[src/rtl/vend_dispense_sequencer.sv]
`default_nettype none
// ============================================================================
// Module   : vend_dispense_sequencer
// Purpose  : Queues drop/change indications from the vending core and drives
//            the product and change dispensers one at a time through
//            four-phase req/ack handshakes, each phase guarded by a watchdog.
// Revision : 1.0 - initial release
// ============================================================================
module vend_dispense_sequencer #(
    parameter int DEPTH   = 4,
    parameter int TIMEOUT = 1000
) (
    input  logic                     clk,
    input  logic                     reset_n,
    input  logic                     drop_in,
    input  logic                     change_in,
    input  logic                     dispense_ack,
    input  logic                     change_ack,
    input  logic                     fault_clr,
    output logic                     dispense_req,
    output logic                     change_req,
    output logic                     vend_done,
    output logic                     busy,
    output logic                     fault,
    output logic [1:0]               fault_code,
    output logic [$clog2(DEPTH):0]   pending,
    output logic                     overflow
);

    localparam int          AW       = $clog2(DEPTH);
    localparam logic [15:0] TMO_LAST = 16'(TIMEOUT - 1);
    localparam logic [AW:0] FULL_CNT = (AW + 1)'(DEPTH);

    typedef enum logic [2:0] {
        S_IDLE     = 3'd0,
        S_DISP_REQ = 3'd1,
        S_DISP_REL = 3'd2,
        S_CHG_REQ  = 3'd3,
        S_CHG_REL  = 3'd4,
        S_FAULT    = 3'd5
    } state_t;

    state_t          state_q;
    logic [15:0]     timer_q;
    logic            flag_q;
    logic            disp_req_q;
    logic            chg_req_q;
    logic            done_q;
    logic [1:0]      code_q;

    logic            flags_q [DEPTH];
    logic [AW-1:0]   wr_ptr_q;
    logic [AW-1:0]   rd_ptr_q;
    logic [AW:0]     count_q;
    logic            overflow_q;

    logic            push_w;
    logic            pop_w;
    logic            full_w;
    logic            accept_w;
    logic            tmo_w;

    // A full queue still takes a push when the FSM pops in the same cycle.
    assign push_w   = drop_in | change_in;
    assign pop_w    = (state_q == S_IDLE) && (count_q != '0);
    assign full_w   = (count_q == FULL_CNT);
    assign accept_w = push_w && (!full_w || pop_w);
    assign tmo_w    = (timer_q == TMO_LAST);

    // Queue payload storage; contents are don't-care while empty.
    always_ff @(posedge clk) begin
        if (accept_w) begin
            flags_q[wr_ptr_q] <= change_in;
        end
    end

    // Queue pointers, occupancy and sticky overflow flag.
    always_ff @(posedge clk or negedge reset_n) begin
        if (!reset_n) begin
            wr_ptr_q   <= '0;
            rd_ptr_q   <= '0;
            count_q    <= '0;
            overflow_q <= 1'b0;
        end else begin
            if (accept_w) begin
                wr_ptr_q <= wr_ptr_q + AW'(1);
            end
            if (pop_w) begin
                rd_ptr_q <= rd_ptr_q + AW'(1);
            end
            case ({accept_w, pop_w})
                2'b10:   count_q <= count_q + (AW + 1)'(1);
                2'b01:   count_q <= count_q - (AW + 1)'(1);
                default: count_q <= count_q;
            endcase
            if (push_w && full_w && !pop_w) begin
                overflow_q <= 1'b1;
            end
        end
    end

    // Handshake sequencer with per-state watchdog; outputs set on transitions.
    always_ff @(posedge clk or negedge reset_n) begin
        if (!reset_n) begin
            state_q    <= S_IDLE;
            timer_q    <= '0;
            flag_q     <= 1'b0;
            disp_req_q <= 1'b0;
            chg_req_q  <= 1'b0;
            done_q     <= 1'b0;
            code_q     <= 2'b00;
        end else begin
            done_q <= 1'b0;
            case (state_q)
                S_IDLE: begin
                    if (pop_w) begin
                        flag_q     <= flags_q[rd_ptr_q];
                        state_q    <= S_DISP_REQ;
                        disp_req_q <= 1'b1;
                        timer_q    <= '0;
                    end
                end
                S_DISP_REQ: begin
                    if (dispense_ack) begin
                        state_q    <= S_DISP_REL;
                        disp_req_q <= 1'b0;
                        timer_q    <= '0;
                    end else if (tmo_w) begin
                        state_q    <= S_FAULT;
                        disp_req_q <= 1'b0;
                        code_q     <= 2'b01;
                        timer_q    <= '0;
                    end else begin
                        timer_q <= timer_q + 16'd1;
                    end
                end
                S_DISP_REL: begin
                    if (!dispense_ack) begin
                        timer_q <= '0;
                        if (flag_q) begin
                            state_q   <= S_CHG_REQ;
                            chg_req_q <= 1'b1;
                        end else begin
                            state_q <= S_IDLE;
                            done_q  <= 1'b1;
                        end
                    end else if (tmo_w) begin
                        state_q <= S_FAULT;
                        code_q  <= 2'b01;
                        timer_q <= '0;
                    end else begin
                        timer_q <= timer_q + 16'd1;
                    end
                end
                S_CHG_REQ: begin
                    if (change_ack) begin
                        state_q   <= S_CHG_REL;
                        chg_req_q <= 1'b0;
                        timer_q   <= '0;
                    end else if (tmo_w) begin
                        state_q   <= S_FAULT;
                        chg_req_q <= 1'b0;
                        code_q    <= 2'b10;
                        timer_q   <= '0;
                    end else begin
                        timer_q <= timer_q + 16'd1;
                    end
                end
                S_CHG_REL: begin
                    if (!change_ack) begin
                        state_q <= S_IDLE;
                        done_q  <= 1'b1;
                        timer_q <= '0;
                    end else if (tmo_w) begin
                        state_q <= S_FAULT;
                        code_q  <= 2'b10;
                        timer_q <= '0;
                    end else begin
                        timer_q <= timer_q + 16'd1;
                    end
                end
                S_FAULT: begin
                    // Faulted entry is dropped; leave only once mechanisms are released.
                    if (fault_clr && !dispense_ack && !change_ack) begin
                        state_q <= S_IDLE;
                        code_q  <= 2'b00;
                        timer_q <= '0;
                    end
                end
                default: begin
                    state_q    <= S_IDLE;
                    disp_req_q <= 1'b0;
                    chg_req_q  <= 1'b0;
                    timer_q    <= '0;
                end
            endcase
        end
    end

    assign dispense_req = disp_req_q;
    assign change_req   = chg_req_q;
    assign vend_done    = done_q;
    assign busy         = (state_q != S_IDLE);
    assign fault        = (state_q == S_FAULT);
    assign fault_code   = code_q;
    assign pending      = count_q;
    assign overflow     = overflow_q;

endmodule
`default_nettype wire

[config.mk]
export PLATFORM = sky130hd
export DESIGN_NAME = vend_dispense_sequencer
export DESIGN_NICKNAME = d
export VERILOG_FILES = /design/src/rtl/vend_dispense_sequencer.sv
export SDC_FILE = /design/constraint.sdc
export NUM_CORES = 1
export LEC_CHECK = 0
export BUFFER_PORTS_ARGS = -buffer_cell sky130_fd_sc_hd__buf_2
export CORE_ASPECT_RATIO = 1.2
export CORE_MARGIN = 2
export CORE_UTILIZATION = 50
export DETAILED_ROUTE_END_ITERATION = 12
export GPL_TIMING_DRIVEN = 0
export PLACE_DENSITY = 0.76
export SYNTH_ARGS = -nofsm -noshare
export SYNTH_HDL_FRONTEND = slang
export SYNTH_SLANG_ARGS = --single-unit
[constraint.sdc]
create_clock -name clk -period 2 [get_ports clk]
set_input_delay 0.4 -clock clk [delete_from_list [all_inputs] [get_ports clk]]
set_output_delay 0.4 -clock clk [all_outputs]
set_load 0.01 [all_outputs]
# --- Yosys cells after proc, flatten, opt, wreduce, memory -nomap -nowiden ---
# Memories as Yosys holds them, arrays and structs flattened. A register that Yosys moved wholly into a read port is not among the register bits.
# Index checks and enable logic that the tools add are counted.
word_totals:
  reg_bits: 32
  ram_bits: 4
  input_bits: 7
  elab_cells: 102
  memories: 1
mem_list:
  columns: ["memory", "depth", "word_bits", "read_ports", "rd_clocked_by_memory_dff", "wr", "line", "source"]
  rows:
  - ["flags_q", 4, 1, 1, 1, 1, "51", "logic flags_q [DEPTH];"]
op_classes:
  addsub: 5
  eq_ne: 19
  mux: 40
  n_bitwise: 3
  n_reduce_logical: 24
ops:
  columns: ["cell", "count"]
  rows:
  - ["two-way mux 16 bit", 7]
  - ["one-hot mux 16 bit (6 select lines)", 1]
  - ["two-way mux 3 bit", 7]
  - ["one-hot mux 3 bit (6 select lines)", 1]
  - ["adder 16 x 1 -> 16 bit (second input constant)", 1]
  - ["equality test 16 x 10 -> 1 bit (second input constant)", 1]
  - ["two-way mux 2 bit", 8]
  - ["inequality test 2 bit (second input constant)", 7]
  - ["two-way mux 1 bit", 11]
  - ["one-hot mux 2 bit (5 select lines)", 1]
  - ["equality test 3 bit (second input constant)", 3]
  - ["OR reduction 4 bit", 2]
  - ["equality test 3 x 2 -> 1 bit (second input constant)", 2]
  - ["logical AND 1 bit", 6]
  - ["inequality test 3 bit (second input constant)", 2]
  - ["one-hot mux 1 bit (3 select lines)", 2]
  - ["one-hot mux 3 bit (2 select lines)", 1]
  - ["AND reduction 6 bit", 1]
  - ["nonzero test 3 bit", 2]
  - ["logical NOT 1 bit", 5]
  - ["nonzero test 5 bit", 1]
  - ["adder 2 x 1 -> 2 bit (second input constant)", 2]
  - ["AND reduction 2 bit", 2]
  - ["AND reduction 4 bit", 1]
  - ["13 further kinds", 14]

# --- Depth between registers and ports, before layout ---
# Gate-level depths: netlist of run 1.
depth:
  word_depth: 6
  mapped_depth: 9
  mapped_depth_nobuf: 8

# --- Least setup slack after synthesis of run 1 ---
# No wires, ideal clock.
synth_timing:
  path_kind: "register to register"
  from: "reg state_q[0]"
  to: "reg count_q[2] (netlist: pending[2])"
  t_arrival_ns: 2.056
  path_slack_ns: -0.187
  stages_incl_launch_ff: 10
  n_path_buf: 1
  synth_period_minus_slack_ns: 2.187
  cell_sequence: "dfrtp_1 > buf_2 > nor3_4 > inv_1 > nor2_1 > nand2_1 > fa_1 > nor3b_1 > a31oi_1 > xnor2_1"
synth_between:
  elab_chain_cells: 6
  elab_cells_between_ends: 8
synth_rtl:
  columns: ["element", "line", "source"]
  rows:
  - ["start, declared", "43", "state_t state_q;"]
  - ["start signal, assigned", "105", "state_q <= S_IDLE;"]
  - ["start signal, assigned", "118", "state_q <= S_DISP_REQ;"]
  - ["start signal, assigned", "125", "state_q <= S_DISP_REL;"]
  - ["logical NOT 3 bit *", "65", "assign pop_w = (state_q == S_IDLE) && (count_q != '0);"]
  - ["logical AND 1 bit *", "65", null]
  - ["logical OR 1 bit", "67", "assign accept_w = push_w && (!full_w || pop_w);"]
  - ["logical AND 1 bit", "67", null]
  - ["equality test 2 x 1 -> 1 bit / equality test 2 bit (equally long branches)", "91", "case ({accept_w, pop_w})"]
  - ["one-hot mux 3 bit (2 select lines) / nonzero test 2 bit (equally long branches)", null, null]
  - ["end signal, assigned", "92", "2'b10: count_q <= count_q + (AW + 1)'(1);"]
  - ["end signal, assigned", "93", "2'b01: count_q <= count_q - (AW + 1)'(1);"]
  - ["end signal, assigned", "94", "default: count_q <= count_q;"]
  - ["end, declared", "54", "logic [AW:0] count_q;"]
# Every way passes the cells marked *; elsewhere a longest branch is shown, timed or not.
# A chain may end at the register's enable or synchronous reset.

# --- Worst setup path in the final report of run 1 ---
layout_timing:
  from: "reg state_q[2]"
  to: "reg count_q[1] (netlist: pending[1])"
# Same word-level chain as after synthesis.

==> flow_summary_export.csv, run 1 <==
group,metric,value,unit
routing,avgRoutedWirePerCell,13.94,µm
timing,worst_pin_slew,0.8828,ns
synth,ys_ff_latch,37,
worst_setup_path,critPathRequiredTime,2.21,ns
power,pwr-share-seq,31.8,%
routing,vias_per_cell,5.918,
outcome,outcome,"finished, final reports clean",
worst_setup_path,criticalPathCategory,"reg2reg",
finish,layout_common_cells,"dfrtp_1 (32), a21oi_1 (22), nor2_1 (20), buf_2 (17), o21ai_0 (15)",
clocking,hold_buffers,0,
synth,synthArstFlopShare,89.19,%
worst_setup_path,critPathMaxStageDelay,0.50,ns
worst_setup_path,cp_top_family,"adder cells",
global_route,grt_use_total,19.57,%
worst_setup_path,cp-end-kind,"flop",
floorplanning,ios,18,
floorplanning,die_h,77.95,µm
floorplanning,rows,26,
worst_setup_path,slowest_stage,"fa_2",
power,p_total,0.003672,W
power,leakage,1.126,nW
timing,finalSetupViolCount,0,
clocking,cts_tree,"yes",
finish,stdcell_count,330,
timing,max_freq,520.8,MHz
floorplanning,die_area,0.005115,mm²
placement,dp_cells,317,
placement,port_buffers,15,
power,peakVddDrop,0.0006567,V
power,p_int,0.002167,W
clocking,clock-sinks,37,
worst_setup_path,cp-start-kind,"flop",
synth,yosysUniqueCellTypes,62,
clocking,h-tree-depth,2,
global_route,antenna_found_initial,0,
power,clockPowerShare,17.3,%
global_route,grt_pass1_wl,7838,µm
worst_setup_path,crit_path_cell_trace,"buf_6, nor3_4, inv_2, nor2_4, nand2_2, fa_2, a211oi_2, o21ai_1, a21oi_1",
floorplanning,die_w,65.62,µm
clocking,cts_made_buffers,5,
floorplanning,start_util,52.66,%
routing,vias,1953,
synth,seq_area_frac_synth,41.52,%
synth,synth_area,0.002278,mm²
synth,synth_cells,246,
global_route,grt-ovfl-total,0,
finish,n_antenna_cell,0,
synth,synth_edf_count,4,
timing,holdWs,0.1553,ns
routing,wl,4601,µm
floorplanning,coreArea,0.004327,mm²
placement,dpl.hpwl,3129,µm
timing,tns,0,ns
timing,worst_clock_skew,0.01342,ns
worst_setup_path,path_buf_inv,2,
synth,synth_nets,259,
finish,final_nets,286,
power,combPwrFrac,50.9,%
routing,dr.pass1.iters,4,
synth,synth_top_flop_cell,"dfrtp_1",
global_route,grt_pass1_vias,1714,
power,p_sw_share,40.98,%
synth,synth.avg_cell_area,9.262,µm²
global_route,grt_max_degree,34,
run,cap_violations,0,
timing,slew_headroom,40.40,%
routing,drtAntennaViolNets,0,
routing,remaining_drc_errors,0,
routing,dr.first_iter.drc_count,196,
clocking,cts_buffer_depth,2,
power,powerDensity,1395,mW/mm²
timing,maxSlewViolCount,0,
power,p_sw,0.001505,W
timing,fin_crit_sh,96.01,%
clocking,cts_root_buf,"clkbuf_8",
placement,gp_congestion,0.8172,
finish,utilization,60.84,%
timing,rsz0062_at_grt,"true",
worst_setup_path,arrival,2.13,ns
finish,final_common_cell,"dfrtp_1",
worst_hold_path,worstHoldPathType,"in2async",
finish,syn2layout_area_growth,15.54,%
clocking,path_clk_slew,0.08,ns
synth,yosysWarningCount,0,
clocking,insertion_delay,0.29,ns
worst_setup_path,critical_path_peak_fanout,8,
timing,hold_violations,0,
worst_setup_path,reg2reg_slack,0.08,ns
timing,fin_crit,1.920,ns
finish,drive_gt1_share,22.26,%
## final timing paths
kind	start	endpoint	depth (start not counted)
max	state_q[2]	pending[1]	9
min	reset_n	rd_ptr_q[1]	1
max reg2reg	state_q[2]	pending[1]	9
min reg2reg	dispense_req	dispense_req	1
max in group asynchronous	reset_n	state_q[1]	1
min in group clk	change_in	flags_q[2]	1
## area by class of cell
type | count | area [µm²]
fill | 364 | 1694
multi-input combinational | 184 | 1241
sequential | 37 | 947.2
timing repair buffer | 20 | 112.6
buffer | 14 | 110.1
tap | 56 | 70.07
clock buffer | 5 | 68.82
clock inverter | 3 | 41.29
inverter | 11 | 41.29
## sequential cells by signal, indices dropped and copies added (netlist names)
| name | flops |
|---|---|
| pending | 3 |
| rd_ptr_q | 2 |
| fault_code | 2 |
| dispense_req | 1 |
| wr_ptr_q | 2 |
| timer_q | 16 |
| overflow | 1 |
| flag_q | 1 |
| flags_q | 4 |
| change_req | 1 |
| state_q | 3 |
| vend_done | 1 |
## power by group through the flow
stage / clock network (W) / logic [W] / registers (W)
global placement: 0 / 0.00167 / 0.00116
finish: 0.000635 / 0.00187 / 0.00117
floorplan: 0 / 0.00130 / 0.00116
global route: 0.000678 / 0.00209 / 0.00120
detailed placement: 0 / 0.00170 / 0.00117
CTS: 0.000651 / 0.00173 / 0.00115
## cells in the mapped netlist, types with 2 or more instances
master	n	area [µm²]
a21oi_1	22	110.1
inv_1	11	41.29
ha_1	5	62.56
xnor2_1	4	35.03
buf_2	4	20.02
a211oi_1	2	15.01
nand2b_1	5	31.28
buf_6	5	56.30
mux2_2	2	22.52
xor2_1	2	17.52
nand2_1	15	56.30
edfxtp_1	4	120.1
and2_1	6	37.54
a31oi_1	8	50.05
nand4_1	7	43.79
a221oi_1	2	17.52
nor4_1	2	12.51
clkbuf_1	3	11.26
nor2_1	21	78.83
nor3b_1	2	15.01
nor2b_1	2	12.51
nor3_1	7	35.03
o21ai_0	16	80.08
mux2i_1	3	30.03
dfrtp_1	33	825.8
and3_1	2	12.51
nand3_1	13	65.06
a22o_1	2	17.52
a211o_1	3	26.28
## metal layers
metal  up-vias  GRT usage (%)  wire length (µm)
met5         -              0                 0
met4         0          7.708                81
met3         7          3.478               226
met2        62          31.31              2200
met1       928          26.06              2093
li1        956              -                 -
## logic make-up (layout without fill, tap and decap cells)
family                     after synthesis  in the layout  share of synthesized area, %
AOI/OAI and AO/OA                       70             70                         19.99
xor gates and xnor gates                 6              6                         2.306
adders and majority gates                6              6                         3.624
buffers and inverters                   25             53                         6.205
DFF                                     37             37                         41.52
muxes                                    6              6                         3.295
and+or+nand+nor                         96             96                         23.06
## repair_timing
| item | 4_1_cts | 5_1_grt |
|---|---|---|
| endpoints found under the hold margin | 0 | 0 |
| setup buffers | 1 | 4 |
| endpoints found under the setup margin | 3 | 6 |
| pin swaps | 1 | 3 |
| gates resized for setup | 1 | 16 |
## metrics by stage
stage,worst slack (ns),instance area [µm²]
after global routing,-0.05372,2633
final,0.07976,2633
after CTS,-0.04011,2550
after floorplan,0.02353,2286
after detailed placement,-0.1740,2431
after global placement,-0.1741,2431
Power figures use the tool's default switching activity.
==> run 2: changes to the inputs <==
Settings changed: CORE_UTILIZATION 50 to 54, PLACE_DENSITY 0.76 to 0.81.
==> flow_summary_export.csv, run 2 (same netlist as run 1, synthesis figures left out) <==
group,metric,value,unit
global_route,grt_use_total,22.47,%
clocking,hold_buffers,0,
global_route,grt_pass1_vias,1816,
timing,hold_violations,0,
timing,rsz0062_at_grt,"true",
finish,largest_reg_flops,16,
clocking,cts_made_buffers,5,
routing,drtAntennaViolNets,0,
worst_setup_path,cp-end-kind,"flop",
power,p_sw,0.001598,W
placement,dpl.hpwl,3284,µm
worst_hold_path,worstHoldPathType,"in2async",
floorplanning,die_area,0.004757,mm²
clocking,path_clk_slew,0.08,ns
clocking,cts_root_buf,"clkbuf_8",
floorplanning,ios,18,
worst_setup_path,cp_top_family,"simple AND/OR/NAND/NOR gates",
finish,final_common_cell,"dfrtp_1",
timing,worst_pin_slew,0.8683,ns
finish,reg_top3,"timer_q (16), flags_q (4)",
timing,finalSetupViolCount,1,
timing,maxSlewViolCount,0,
timing,fin_crit,2.017,ns
timing,worst_clock_skew,0.005205,ns
routing,avgRoutedWirePerCell,15.03,µm
floorplanning,start_util,56.91,%
clocking,clock-sinks,37,
finish,drive_gt1_share,23.38,%
worst_setup_path,critPathRequiredTime,2.18,ns
placement,post-place-ws,-0.2034,ns
worst_setup_path,reg2reg_depth,9,
worst_setup_path,cp-start-kind,"flop",
placement,gp_congestion,0.8469,
power,clockPowerShare,16.9,%
power,pwr-share-seq,30.4,%
clocking,cts_buffer_depth,2,
finish,final_nets,290,
finish,syn2layout_area_growth,17.52,%
routing,vias_per_cell,5.994,
worst_setup_path,arrival,2.19,ns
global_route,grt_pass1_wl,8259,µm
global_route,grt_max_degree,34,
clocking,h-tree-depth,2,
worst_setup_path,slowest_stage,"fa_2",
power,p_sw_share,41.21,%
worst_setup_path,critical_path_peak_fanout,3,
finish,final_cell_area,0.002678,mm²
clocking,insertion_delay,0.30,ns
finish,top_register,"timer_q",
global_route,grt-ovfl-total,0,
floorplanning,die_w,63.30,µm
power,powerDensity,1448,mW/mm²
worst_setup_path,r2r_start,"state_q[0]",
timing,fin_crit_sh,100.8,%
clocking,cts_tree,"yes",
outcome,outcome,"finished, violations left",
routing,dr.first_iter.drc_count,215,
worst_setup_path,path_buf_inv,2,
power,peakVddDrop,0.0006991,V
global_route,antenna_found_initial,0,
finish,utilization,66.88,%
worst_setup_path,cp-startpoint,"state_q[0]",
power,p_total,0.003878,W
floorplanning,die_h,75.16,µm
routing,remaining_drc_errors,0,
timing,slew_headroom,41.38,%
worst_setup_path,criticalPathCategory,"reg2reg",
power,p_int,0.002280,W
power,combPwrFrac,52.7,%
finish,fillCellCount,324,
placement,placed_cell_area,0.002429,mm²
floorplanning,coreArea,0.004004,mm²
routing,dr.pass1.iters,4,
power,leakage,1.149,nW
worst_setup_path,crit_path_cell_trace,"buf_6, nor3_4, inv_2, nor2_4, nand2_2, fa_2, nor3b_2, a31oi_1, xnor2_1",
timing,setup_ws,-0.01685,ns
timing,tns,-0.01685,ns
finish,layout_common_cells,"dfrtp_1 (32), a21oi_1 (22), nor2_1 (20), buf_2 (17), o21ai_0 (15)",
run,cap_violations,0,
routing,wl,4989,µm
timing,max_freq,495.8,MHz
placement,port_buffers,15,
routing,vias,1990,
worst_setup_path,path_depth,9,
floorplanning,rows,25,
worst_setup_path,critPathMaxStageDelay,0.42,ns
outcome,failed_checks,"setup timing",
finish,n_antenna_cell,0,
run 2: cell types whose count changed in the layout (fill, tap and decap cells not counted):
cell / change
a31oi_2: -1
a31oi_4: +1
buf_12: +1
buf_4: +3
clkinv_1: -1
clkinv_4: +1
inv_1: +1
inv_2: -1
nor4_2: +1
nor4_4: -1
run 2: path summary, 6_finish.rpt:
| check | endpoint | slack [ns] |
|---|---|---|
| hold / removal | flag_q | 0.17 |
| setup reg to reg | pending[2] | -0.02 |
| min in group clk | flags_q[2] | 0.35 |
| hold reg to reg | overflow | 0.48 |
| max in group asynchronous | state_q[1] | 1.31 |
| setup / recovery | pending[2] | -0.02 |
run 2: what timing repair did:
action,CTS,global route
setup buffers,2,7
pin swaps,2,7
cloned,0,0
setup endpoints to repair,3,8
gates resized for setup,3,12
run 2: power by group through the flow:
stage / Combinational [W] / Clock, W / Sequential (W)
final: 0.00204 / 0.000655 / 0.00118
after global routing: 0.00227 / 0.000702 / 0.00121
after CTS: 0.00177 / 0.000671 / 0.00116
after detailed placement: 0.00172 / 0 / 0.00117
after global placement: 0.00166 / 0 / 0.00116
after floorplan: 0.00130 / 0 / 0.00116
run 2: layout make-up:
| class | count | area (µm²) | share of cell area [%] |
|---|---|---|---|
| clock buffer | 5 | 68.82 | 2.570 |
| buffer | 14 | 110.1 | 4.112 |
| inverter | 11 | 41.29 | 1.542 |
| sequential | 37 | 947.2 | 35.37 |
| timing repair buffer | 24 | 155.1 | 5.794 |
| multi-input combinational | 184 | 1241 | 46.36 |
| clock inverter | 3 | 46.29 | 1.729 |
| tap | 54 | 67.56 | 2.523 |
run 2: stage by stage:
step / std cells / hold WS [ns]
2_1_floorplan: 246 / 0.1044
4_1_cts: 325 / 0.1877
6_report: 332 / 0.1653
3_5_place_dp: 315 / 0.4621
3_3_place_gp: 315 / 0.4576
5_1_grt: 332 / 0.2120
run 2: metal layers:
metal  up-vias  share of wire [%]  GRT usage, %
met5         -                  0             0
met4         0                2.3         9.903
met3        12                4.4         5.232
met2        57                 51         38.30
met1       961                 42         27.82
li1        960                  -             -
==> run 3: changes to the inputs <==
Settings changed: REMOVE_ABC_BUFFERS set to 1.
==> flow_summary_export.csv, run 3 (same netlist as run 1, synthesis figures left out) <==
group,metric,value,unit
outcome,outcome,"finished, final reports clean",
worst_setup_path,slowest_stage,"dfrtp_2",
worst_setup_path,crit_path_cell_trace,"nor3_4, inv_2, nor2_4, nand2_1, fa_1, nor3b_2, a31oi_1, xnor2_1",
timing,setup_ws,0.1015,ns
worst_setup_path,reg2reg_depth,8,
clocking,insertion_delay,0.28,ns
timing,max_freq,526.7,MHz
timing,worst_clock_skew,0.004745,ns
floorplanning,die_w,63.30,µm
routing,wl,4832,µm
timing,holdWs,0.1713,ns
timing,slew_headroom,46.56,%
floorplanning,start_util,56.91,%
floorplanning,die_area,0.004757,mm²
finish,largest_reg_flops,16,
clocking,cts_root_buf,"clkbuf_8",
worst_setup_path,cp-end-kind,"flop",
finish,layout_common_cells,"dfrtp_1 (30), a21oi_1 (22), nor2_1 (20), buf_2 (17)",
finish,final_nets,280,
worst_setup_path,critical_path_peak_fanout,5,
power,leakage,1.093,nW
clocking,cts_buffer_depth,2,
finish,syn2layout_area_growth,12.41,%
finish,reg_top3,"timer_q (16), flags_q (4)",
routing,dr.pass1.iters,5,
finish,final_common_cell,"dfrtp_1",
run,cap_violations,0,
global_route,grt_use_total,21.64,%
clocking,cts_made_buffers,5,
placement,post-place-ws,-0.5762,ns
clocking,cts_tree,"yes",
global_route,antenna_found_initial,0,
worst_setup_path,critPathRequiredTime,2.16,ns
worst_hold_path,worstHoldPathType,"in2async",
finish,drive_gt1_share,20.90,%
timing,hold_violations,0,
clocking,h-tree-depth,2,
routing,vias,1954,
global_route,grt_max_degree,34,
global_route,grt-ovfl-total,0,
finish,top_register,"timer_q",
clocking,hold_buffers,0,
worst_setup_path,cp-start-kind,"flop",
routing,dr.first_iter.drc_count,144,
placement,port_buffers,17,
routing,avgRoutedWirePerCell,15.01,µm
clocking,path_clk_slew,0.07,ns
floorplanning,die_h,75.16,µm
global_route,grt_pass1_vias,1759,
placement,gp_congestion,0.7973,
worst_setup_path,criticalPathCategory,"reg2reg",
power,p_total,0.003562,W
routing,remaining_drc_errors,0,
placement,dpl.hpwl,2982,µm
timing,fin_crit_sh,94.92,%
timing,finalSetupViolCount,0,
finish,n_antenna_cell,0,
floorplanning,coreArea,0.004004,mm²
timing,rsz0062_at_grt,"true",
floorplanning,rows,25,
worst_setup_path,arrival,2.06,ns
routing,drtAntennaViolNets,0,
global_route,grt_pass1_wl,8024,µm
power,peakVddDrop,0.0007810,V
floorplanning,ios,18,
worst_setup_path,critPathMaxStageDelay,0.45,ns
timing,fin_crit,1.898,ns
routing,vias_per_cell,6.068,
timing,worst_pin_slew,0.7916,ns
timing,maxSlewViolCount,0,
worst_setup_path,r2r_start,"state_q[2]",
power,powerDensity,1391,mW/mm²
worst_setup_path,r2r_end,"pending[2]",
clocking,clock-sinks,37,
worst_setup_path,reg2reg_slack,0.10,ns
-- run 3: changes by cell type in the layout (fill, tap and decap cells not counted), moves of 2 or more --
| cell | before | now |
|---|---|---|
| buf_6 | 6 | 0 |
| dfrtp_2 | 1 | 3 |
| dfrtp_1 | 32 | 30 |
| clkbuf_2 | 2 | 0 |
-- run 3: timing repair --
action                                  CTS  global route
endpoints found under the hold margin     0             0
pin swaps                                 2             5
setup buffers                             7             3
gates cloned                              1             0
gates resized for setup                   5             8
endpoints found under the setup margin   19            14
-- run 3: how the worst max path moves through the flow --
stage / from / to / slack (ns) / cells after the start
final: state_q[2] / pending[2] / 0.10 / 8
after global routing: state_q[0] / pending[1] / -0.03 / 8
after CTS: state_q[1] / pending[1] / 0.02 / 8
after detailed placement: state_q[0] / pending[1] / -0.58 / 8
after global placement: state_q[0] / pending[1] / -0.54 / 8
after floorplan: state_q[0] / pending[2] / -0.27 / 8
-- run 3: where the power goes --
group / switching, W / internal, W
clock network: 0.000245 / 0.000281
logic: 0.00103 / 0.000793
registers: 0.000236 / 0.000978
total: 0.00151 / 0.00205
-- run 3: layer usage --
metal,global-route usage (%),vias up,wire (µm)
met5,0,-,0
met4,7.246,0,58
met3,4.634,4,208
met2,37.12,50,2465
met1,27.77,961,2100
li1,-,939,-
-- run 3: critical path: cells and delay by family, from the launching register on --
family                     cells  cell delay (ns)
and+or+nand+nor                4             0.60
DFF                            1             0.45
adders and majority gates      1             0.41
xor gates and xnor gates       1             0.14
buffers and inverters          1             0.11
AOI/OAI and AO/OA              1             0.06
-- run 3: final cells by class --
cell class | count | area [µm²]
fill | 342 | 1443
multi-input combinational | 185 | 1240
sequential | 37 | 949.7
timing repair buffer | 27 | 172.7
clock buffer | 8 | 90.09
tap | 54 | 67.56
inverter | 11 | 41.29
-- run 3: through the flow --
| stage | setup TNS (ns) | utilization (%) | instances | area [µm²] |
|---|---|---|---|---|
| after floorplan | -0.5236 | - | 232 | 2178 |
| final | 0 | 63.97 | 322 | 2561 |
| after detailed placement | -3.546 | 58.22 | 303 | 2331 |
| after CTS | 0 | 62.34 | 319 | 2496 |
| after global placement | -3.153 | 58.22 | 303 | 2331 |
| after global routing | -0.02569 | 63.97 | 322 | 2561 |
